## src/rtl/sp_stack_sequencer.sv

```systemverilog
// Stack-operation sequencer: drives SP update and memory word transfers
// for PUSH/POP/CALL/RET/INT/RTI while tracking stack occupancy.
module sp_stack_sequencer #(
  parameter int STACK_WORDS = 1024,
  parameter int DEPTH_W     = 11
) (
  input  logic               CLK,
  input  logic               Reset,
  input  logic               Op_Valid,
  input  logic [2:0]         Op_Code,
  output logic               Op_Ready,
  output logic [1:0]         SP_OP,
  output logic               SP_Commit,
  output logic               Mem_Req,
  output logic               Mem_Write,
  output logic [1:0]         Mem_Sel,
  input  logic               Mem_Ack,
  output logic               Busy,
  output logic               Done,
  output logic               Err_Overflow,
  output logic               Err_Underflow,
  output logic [DEPTH_W-1:0] Depth
);

  typedef enum logic [1:0] {
    IDLE = 2'd0,
    XFER = 2'd1,
    FIN  = 2'd2
  } state_t;

  localparam logic [1:0] SEL_REG   = 2'd0;
  localparam logic [1:0] SEL_PC_HI = 2'd1;
  localparam logic [1:0] SEL_PC_LO = 2'd2;
  localparam logic [1:0] SEL_FLAGS = 2'd3;

  localparam logic [DEPTH_W+1:0] CAP =
    (DEPTH_W+2)'(STACK_WORDS);

  state_t            state_q, state_d;
  logic [DEPTH_W-1:0] depth_q, depth_d;
  logic [1:0]        idx_q, idx_d;
  logic [1:0]        last_q, last_d;
  logic              wr_q, wr_d;
  logic [3:0][1:0]   seq_q, seq_d;
  logic              ovf_q, ovf_d;
  logic              unf_q, unf_d;

  logic [1:0]        dec_n;
  logic              dec_wr;
  logic [3:0][1:0]   dec_seq;
  logic [DEPTH_W+1:0] depth_x;
  logic [DEPTH_W+1:0] n_x;
  logic              over;
  logic              under;

  // Decode the op code into word count, direction and word order
  always_comb begin
    dec_n   = 2'd0;
    dec_wr  = 1'b0;
    dec_seq = '0;
    unique case (1'b1)
      (Op_Code == 3'b001): begin
        dec_n      = 2'd1;
        dec_wr     = 1'b1;
        dec_seq[0] = SEL_REG;
      end
      (Op_Code == 3'b010): begin
        dec_n      = 2'd1;
        dec_seq[0] = SEL_REG;
      end
      (Op_Code == 3'b011): begin
        dec_n      = 2'd2;
        dec_wr     = 1'b1;
        dec_seq[0] = SEL_PC_HI;
        dec_seq[1] = SEL_PC_LO;
      end
      (Op_Code == 3'b100): begin
        dec_n      = 2'd2;
        dec_seq[0] = SEL_PC_LO;
        dec_seq[1] = SEL_PC_HI;
      end
      (Op_Code == 3'b101): begin
        dec_n      = 2'd3;
        dec_wr     = 1'b1;
        dec_seq[0] = SEL_PC_HI;
        dec_seq[1] = SEL_PC_LO;
        dec_seq[2] = SEL_FLAGS;
      end
      (Op_Code == 3'b110): begin
        dec_n      = 2'd3;
        dec_seq[0] = SEL_FLAGS;
        dec_seq[1] = SEL_PC_LO;
        dec_seq[2] = SEL_PC_HI;
      end
      default: ;
    endcase
  end

  assign depth_x = {2'b00, depth_q};
  assign n_x     = {{DEPTH_W{1'b0}}, dec_n};
  assign over    = dec_wr && ((depth_x + n_x) > CAP);
  assign under   = !dec_wr && (depth_x < n_x);

  // Next-state and output logic
  always_comb begin
    state_d       = state_q;
    depth_d       = depth_q;
    idx_d         = idx_q;
    last_d        = last_q;
    wr_d          = wr_q;
    seq_d         = seq_q;
    ovf_d         = ovf_q;
    unf_d         = unf_q;
    Op_Ready      = 1'b0;
    Busy          = 1'b0;
    Mem_Req       = 1'b0;
    Mem_Write     = 1'b0;
    Mem_Sel       = 2'd0;
    SP_OP         = 2'b00;
    Done          = 1'b0;
    Err_Overflow  = 1'b0;
    Err_Underflow = 1'b0;
    unique case (state_q)
      IDLE: begin
        Op_Ready = 1'b1;
        if (Op_Valid) begin
          wr_d   = dec_wr;
          seq_d  = dec_seq;
          last_d = dec_n - 2'd1;
          idx_d  = 2'd0;
          ovf_d  = over;
          unf_d  = under;
          if (dec_n == 2'd0 || over || under)
            state_d = FIN;
          else
            state_d = XFER;
        end
      end
      XFER: begin
        Busy      = 1'b1;
        Mem_Req   = 1'b1;
        Mem_Write = wr_q;
        Mem_Sel   = seq_q[idx_q];
        SP_OP     = wr_q ? 2'b10 : 2'b11;
        if (Mem_Ack) begin
          depth_d = wr_q ? depth_q + 1'b1
                         : depth_q - 1'b1;
          if (idx_q == last_q)
            state_d = FIN;
          else
            idx_d = idx_q + 2'd1;
        end
      end
      FIN: begin
        Busy          = 1'b1;
        Done          = 1'b1;
        Err_Overflow  = ovf_q;
        Err_Underflow = unf_q;
        state_d       = IDLE;
      end
      default: state_d = IDLE;
    endcase
  end

  // A word aborted by reset must not commit the SP result
  assign SP_Commit = Mem_Req & Mem_Ack & Reset;
  assign Depth     = depth_q;

  // State and datapath registers with synchronous reset
  always_ff @(posedge CLK) begin
    if (!Reset) begin
      state_q <= IDLE;
      depth_q <= '0;
      idx_q   <= 2'd0;
      last_q  <= 2'd0;
      wr_q    <= 1'b0;
      seq_q   <= '0;
      ovf_q   <= 1'b0;
      unf_q   <= 1'b0;
    end else begin
      state_q <= state_d;
      depth_q <= depth_d;
      idx_q   <= idx_d;
      last_q  <= last_d;
      wr_q    <= wr_d;
      seq_q   <= seq_d;
      ovf_q   <= ovf_d;
      unf_q   <= unf_d;
    end
  end

endmodule

```

## config.mk

```make
export PLATFORM = sky130hd
export DESIGN_NAME = sp_stack_sequencer
export DESIGN_NICKNAME = d
export VERILOG_FILES = /design/src/rtl/sp_stack_sequencer.sv
export SDC_FILE = /design/constraint.sdc
export NUM_CORES = 1
export LEC_CHECK = 0
export CORE_MARGIN = 1
export CORE_UTILIZATION = 58
export DETAILED_ROUTE_END_ITERATION = 16
export PLACE_DENSITY = 0.89
export SETUP_SLACK_MARGIN = 0.4
export SKIP_LAST_GASP = 1
export SLEW_MARGIN = 10
export SYNTH_ARGS = -nofsm -noshare
export SYNTH_HDL_FRONTEND = slang
export SYNTH_SLANG_ARGS = --single-unit
export TNS_END_PERCENT = 5
```

## constraint.sdc

```tcl
create_clock -name CLK -period 4.6 [get_ports CLK]
set_clock_uncertainty 0.05 [all_clocks]
set_input_delay 0.69 -clock CLK [delete_from_list [all_inputs] [get_ports CLK]]
set_output_delay 0.69 -clock CLK [all_outputs]
set_load 0.03 [all_outputs]
```

==> results.yml <==
sta:
  setup_tns_ns: 0
  holdWs_ns: 0.4178
  worstMarginPinSlew_ns: 0.4896
  fmax_mhz: 304.0
  rsz0062_at_grt: "false"
  final-max-slew-violation-count: 0
  slew_headroom: 0.6652
  hold_viol_final: 0
  fin_crit_ns: 3.289
  fin_crit_sh: 0.7150
  setup_viol: 0
setup_path:
  path_cells: "clkdlybuf4s50_1 > xor2_1 > ha_1 > inv_1 > fa_1 > nor2b_1 > nand3_1 > mux2i_1 > a211oi_1 > nor3_1 > a311oi_1"
  slowest_delay_ns: 0.60
  crit_type: "in2reg"
  slowest_stage: "clkdlybuf4s50_1"
  end_kind: "flop"
  cp.required_ns: 4.79
  cp.arrival_ns: 3.48
  startpoint_type: "input pin"
  timing.critical_path.fanout_max: 6
die:
  die-area_um2: 3447
  std_cell_rows: 20
  die_height_um: 58.72
  initial_core_util: 0.6111
  die_w_um: 58.72
  coreArea_um2: 3053
  ios: 30
logic_synthesis:
  synth.cell_area_um2: 1866
  ys_warn_count: 0
  synth.net_count: 257
  syn_inst: 231
  synth-main-ff-cell: "dfxtp_1"
  ys_ff_latch: 25
  synth_cell_types: 48
  ys_seq_area_frac: 0.2683
  async_flop_share: 0
  synth-edff-count: 0
  synth.avg_cell_area_um2: 8.076
cts:
  htreeDepth: 1
  cts_buffer_depth: 2
  cts-buffers-inserted: 3
  path_clk_slew_ns: 0.14
  cts_tree: "done"
  post-cts-setup-buffers: 0
  holdBufCountCts: 0
  worstSkewPairLatency_ns: 0.32
  cts-resized-gates: 0
  root_buffer: "clkbuf_4"
  clock_sinks: 25
global_route:
  antenna_found_initial: 0
  grt_overflow: 0
  grt_pass1_vias: 1488
  grt_max_degree: 30
  grtUsageTotal: 0.2393
  grt_pass1_wl_mm: 6.410
power:
  clkPwrFrac: 0.083
  internal-power_mw: 0.6362
  switchingPower_mw: 0.5786
  combPwrFrac: 0.658
  p_seq_frac: 0.258
  power_per_cell_area_nw_per_um2: 552.3
  p_leak_nw: 0.9104
  ir_drop_mv: 0.3633
  switching_share: 0.4763
route:
  avgViaCountPerCell: 5.612
  drt_iter0_drc: 61
  wire_per_inst_um: 12.96
  drc: 0
  drt-total-wl_mm: 3.874
  first_pass_iters: 4
  vias: 1678
  ant_nets: 0
final_layout:
  antenna_cells: 0
  num-nets-final: 282
  drive_above_1_share: 0.04314
  syn_to_final_growth_pct: 17.91
placement:
  portBuffers: 29
  hpwl_mm: 2.936
  gp_congestion: 0.9036
run:
  maxCapViolations: 0
hold_path:
  hold_class: "reg2reg"
outcome:
  outcome: "finished clean"
[area by class of cell]
cell class                      count  area (um^2)
Tap cell                           44        55.05
Sequential cell                    25        500.5
Clock buffer                        3        22.52
Inverter                           12        45.04
Clock inverter                      1        5.005
Multi-Input combinational cell    184         1274
Fill cell                         252        853.3
Timing Repair Buffer               30        297.8
[worst max-delay path: cells and delay by family]
kind                     cells  cell delay [ns]
AND/OR/NAND/NOR              3             0.39
buffers and inverters        2             0.66
XOR/XNOR                     1             0.38
multiplexers                 1             0.13
AO/OA/AOI/OAI                2             0.59
adder cells (fa/ha/maj)      2             0.64
[per-layer routing]
| layer | share of wire | vias to the layer above | track usage | wire length [um] |
|---|---|---|---|---|
| met2 | 0.47 | 38 | 0.4089 | 1825 |
| met4 | 0.0080 | 0 | 0.04422 | 31 |
| met1 | 0.49 | 771 | 0.3301 | 1881 |
| met3 | 0.035 | 4 | 0.02637 | 135 |
| met5 | 0 | - | 0 | 0 |
| li1 | - | 865 | - | - |
[cell usage after synthesis (2+ instances only)]
master	instances	area [um^2]
clkbuf_1	5	18.77
o21ai_0	18	90.09
a21oi_1	11	55.05
a21o_1	2	15.01
o21a_1	4	30.03
xnor2_1	5	43.79
mux2i_1	3	30.03
a211oi_1	7	52.55
ha_1	17	212.7
buf_2	4	20.02
nand3_1	3	15.01
o211a_1	3	30.03
dfxtp_1	25	500.5
a21boi_0	6	45.04
fa_1	2	40.04
nor3_1	2	10.01
xor2_1	6	52.55
nor2b_1	11	68.82
a21boi_1	2	15.01
o21bai_1	2	15.01
and2_1	9	56.30
and3_1	3	18.77
nor2_1	17	63.81
nor4_1	2	12.51
nand2_1	28	105.1
inv_1	12	45.04
[layout by cell type, fill, tap and decap left out, types with 4 or more instances in the layout]
| master | Yosys | routed |
|---|---|---|
| xnor2_1 | 5 | 5 |
| xor2_1 | 6 | 6 |
| nand2_1 | 28 | 28 |
| and2_1 | 9 | 9 |
| a211oi_1 | 7 | 7 |
| a21boi_0 | 6 | 6 |
| o21ai_0 | 18 | 18 |
| ha_1 | 17 | 17 |
| o21a_1 | 4 | 4 |
| a21oi_1 | 11 | 11 |
| clkdlybuf4s50_1 | 0 | 29 |
| nor2b_1 | 11 | 11 |
| inv_1 | 12 | 12 |
| dfxtp_1 | 25 | 25 |
| nor2_1 | 17 | 17 |
[sequential cells by signal, indices dropped and copies added (netlist names)]
register	cells
Depth	11
seq_q	5
idx_q	2
last_q	2
state_q	2
ovf_q	1
unf_q	1
wr_q	1
[stage by stage]
step | instance area [um^2] | setup slack, ns | power (mW) | cells | utilization
after global routing | 2200 | 1.047 | 1.318 | 299 | 0.7205
after global placement | 2172 | 1.144 | 1.101 | 295 | 0.7115
final | 2200 | 1.311 | 1.215 | 299 | 0.7205
after floorplan | 1866 | 1.725 | 0.9190 | 231 | -
after CTS | 2200 | 1.304 | 1.211 | 299 | 0.7205
after detailed placement | 2172 | 0.9716 | 1.112 | 295 | 0.7115
[final timing paths]
path	cells after the start	endpoint	slack, ns	start
hold / removal	2	unf_q	0.42	unf_q
hold reg to reg	2	unf_q	0.42	unf_q
setup / recovery	11	state_q[1]	1.31	Op_Code[1]
setup reg to reg	8	Depth[9]	1.90	wr_q
[power groups by stage]
| stage | registers [mW] | logic [mW] | clock network, mW |
|---|---|---|---|
| after global routing | 0.321 | 0.889 | 0.108 |
| after floorplan | 0.347 | 0.572 | 0 |
| after CTS | 0.314 | 0.798 | 0.100 |
| after global placement | 0.316 | 0.785 | 0 |
| final | 0.314 | 0.800 | 0.101 |
| after detailed placement | 0.318 | 0.794 | 0 |
[logic make-up after synthesis]
group	synth area share
AO/OA/AOI/OAI	0.2461
XOR/XNOR	0.05164
adder cells (fa/ha/maj)	0.1355
buffers and inverters	0.04896
flip-flops	0.2683
multiplexers	0.01610
AND/OR/NAND/NOR	0.2334
Note: power is estimated with default switching activity, not from simulation.
==> edit, RTL diff (same flow settings) <==
Re-encode `state_t` (3 states) as one-hot, 3 bits wide.
--- a/src/rtl/sp_stack_sequencer.sv
+++ b/src/rtl/sp_stack_sequencer.sv
@@ -22,10 +22,10 @@
   output logic [DEPTH_W-1:0] Depth
 );
 
-  typedef enum logic [1:0] {
-    IDLE = 2'd0,
-    XFER = 2'd1,
-    FIN  = 2'd2
+  typedef enum logic [2:0] {
+    IDLE = 3'b001,
+    XFER = 3'b010,
+    FIN  = 3'b100
   } state_t;
 
   localparam logic [1:0] SEL_REG   = 2'd0;
Behaviour: no difference found for any inputs over 10 cycles, from zero or initial values and one cycle with Reset low; not proved beyond that.
==> edit against the original RTL <==
  * Synthesized cell count increased by 9.1%
  * Worst setup slack got worse by 120 ps
  * Non-clock buffer count unchanged
  * Sequential cell count increased by 1
  * Final area increased by 5.5%
  * Critical path depth decreased by 1
  * Synthesized area increased by 7.9%
  * Global-route usage increased by 2.3 points
  * Count of clock-buffer cells in the layout increased by 1
  * Core utilization decreased by 2.5 points
  * Die area increased by 7.6%
  * Wire length increased by 17%
  * Largest cell class unchanged
Power is not compared: it rests on default switching activity, and its combinational part moved more than twofold at a synthesized area within 25%.
==> edit: results <==
export IMPL_area_after_detailed_placement_um2=2280
export IMPL_timing_hold_worst_endpoint="seq_q[4]$_SDFFE_PN0P_"
export IMPL_drt_iter0_markers=92
export IMPL_synth_commonest_cells="sky130_fd_sc_hd__nand2_1, sky130_fd_sc_hd__dfxtp_1, sky130_fd_sc_hd__o21ai_0"
export IMPL_grt_pass1_vias=1599
export IMPL_hp_start="seq_q[4]$_SDFFE_PN0P_"
export IMPL_cp_startpoint="Op_Code[0]"
export IMPL_worst_r2r_endpoint="Depth[8]$_SDFFE_PN0P_"
export IMPL_synth_distinct_cells=57
export IMPL_synthXorXnorAreaFrac_pct=5.66
export IMPL_synthesis_nets=275
export IMPL_yosysSeqAreaShare_pct=25.9
export IMPL_drive_gt1_share_pct=5.88
export IMPL_dr_total_vias=1878
export IMPL_synth_compound_area_share_pct=22.6
export IMPL_grt_start_max_net_pins=36
export IMPL_pre_cts_setup_slack_ps=854
export IMPL_globalplace_congestion=0.993
export IMPL_post_synth_inst_count=252
export IMPL_status="finished, final reports clean"
export IMPL_global_route_usage_met1_pct=37.3
export IMPL_cpPeakStageDelay_ps=650
export IMPL_yosys_top_cells_area="sky130_fd_sc_hd__dfxtp_1, sky130_fd_sc_hd__ha_1, sky130_fd_sc_hd__nand2_1"
export IMPL_grt_pass1_wl_mm=7.22
export IMPL_wl_met1_mm=2.13
export IMPL_timing_worst_slew_pin_value_ps=503
export IMPL_routed_wl_met2_mm=2.05
==> edit: cell types whose count changed in the layout (fill, tap and decap cells not counted), sizes merged, moves of 3 or more <==
cell,unedited run,this run
nand2,28,37
nor2,17,10
nor2b,11,5
a211oi,8,3
nand3,3,7
a21oi,11,14
ha,17,14
nand4b,0,3
nor3,3,6
nor3b,1,4
==> edit: final cells by class <==
class / count / area (um^2)
clock buffers: 4 / 36.3
fillers: 284 / 1020
inverters: 10 / 37.5
multi-input cells: 202 / 1370
flip-flops and latches: 26 / 520
well taps: 46 / 57.6
repair buffers: 30 / 298
==> edit: through the flow <==
stage / power (mW) / hold slack, ps / util, %
floorplan: 0.362 / 387 / -
global placement: 0.395 / 404 / 68.4
detailed placement: 0.399 / 410 / 68.4
CTS: 0.520 / 428 / 69.5
global route: 0.546 / 446 / 69.5
finish: 0.519 / 426 / 69.5
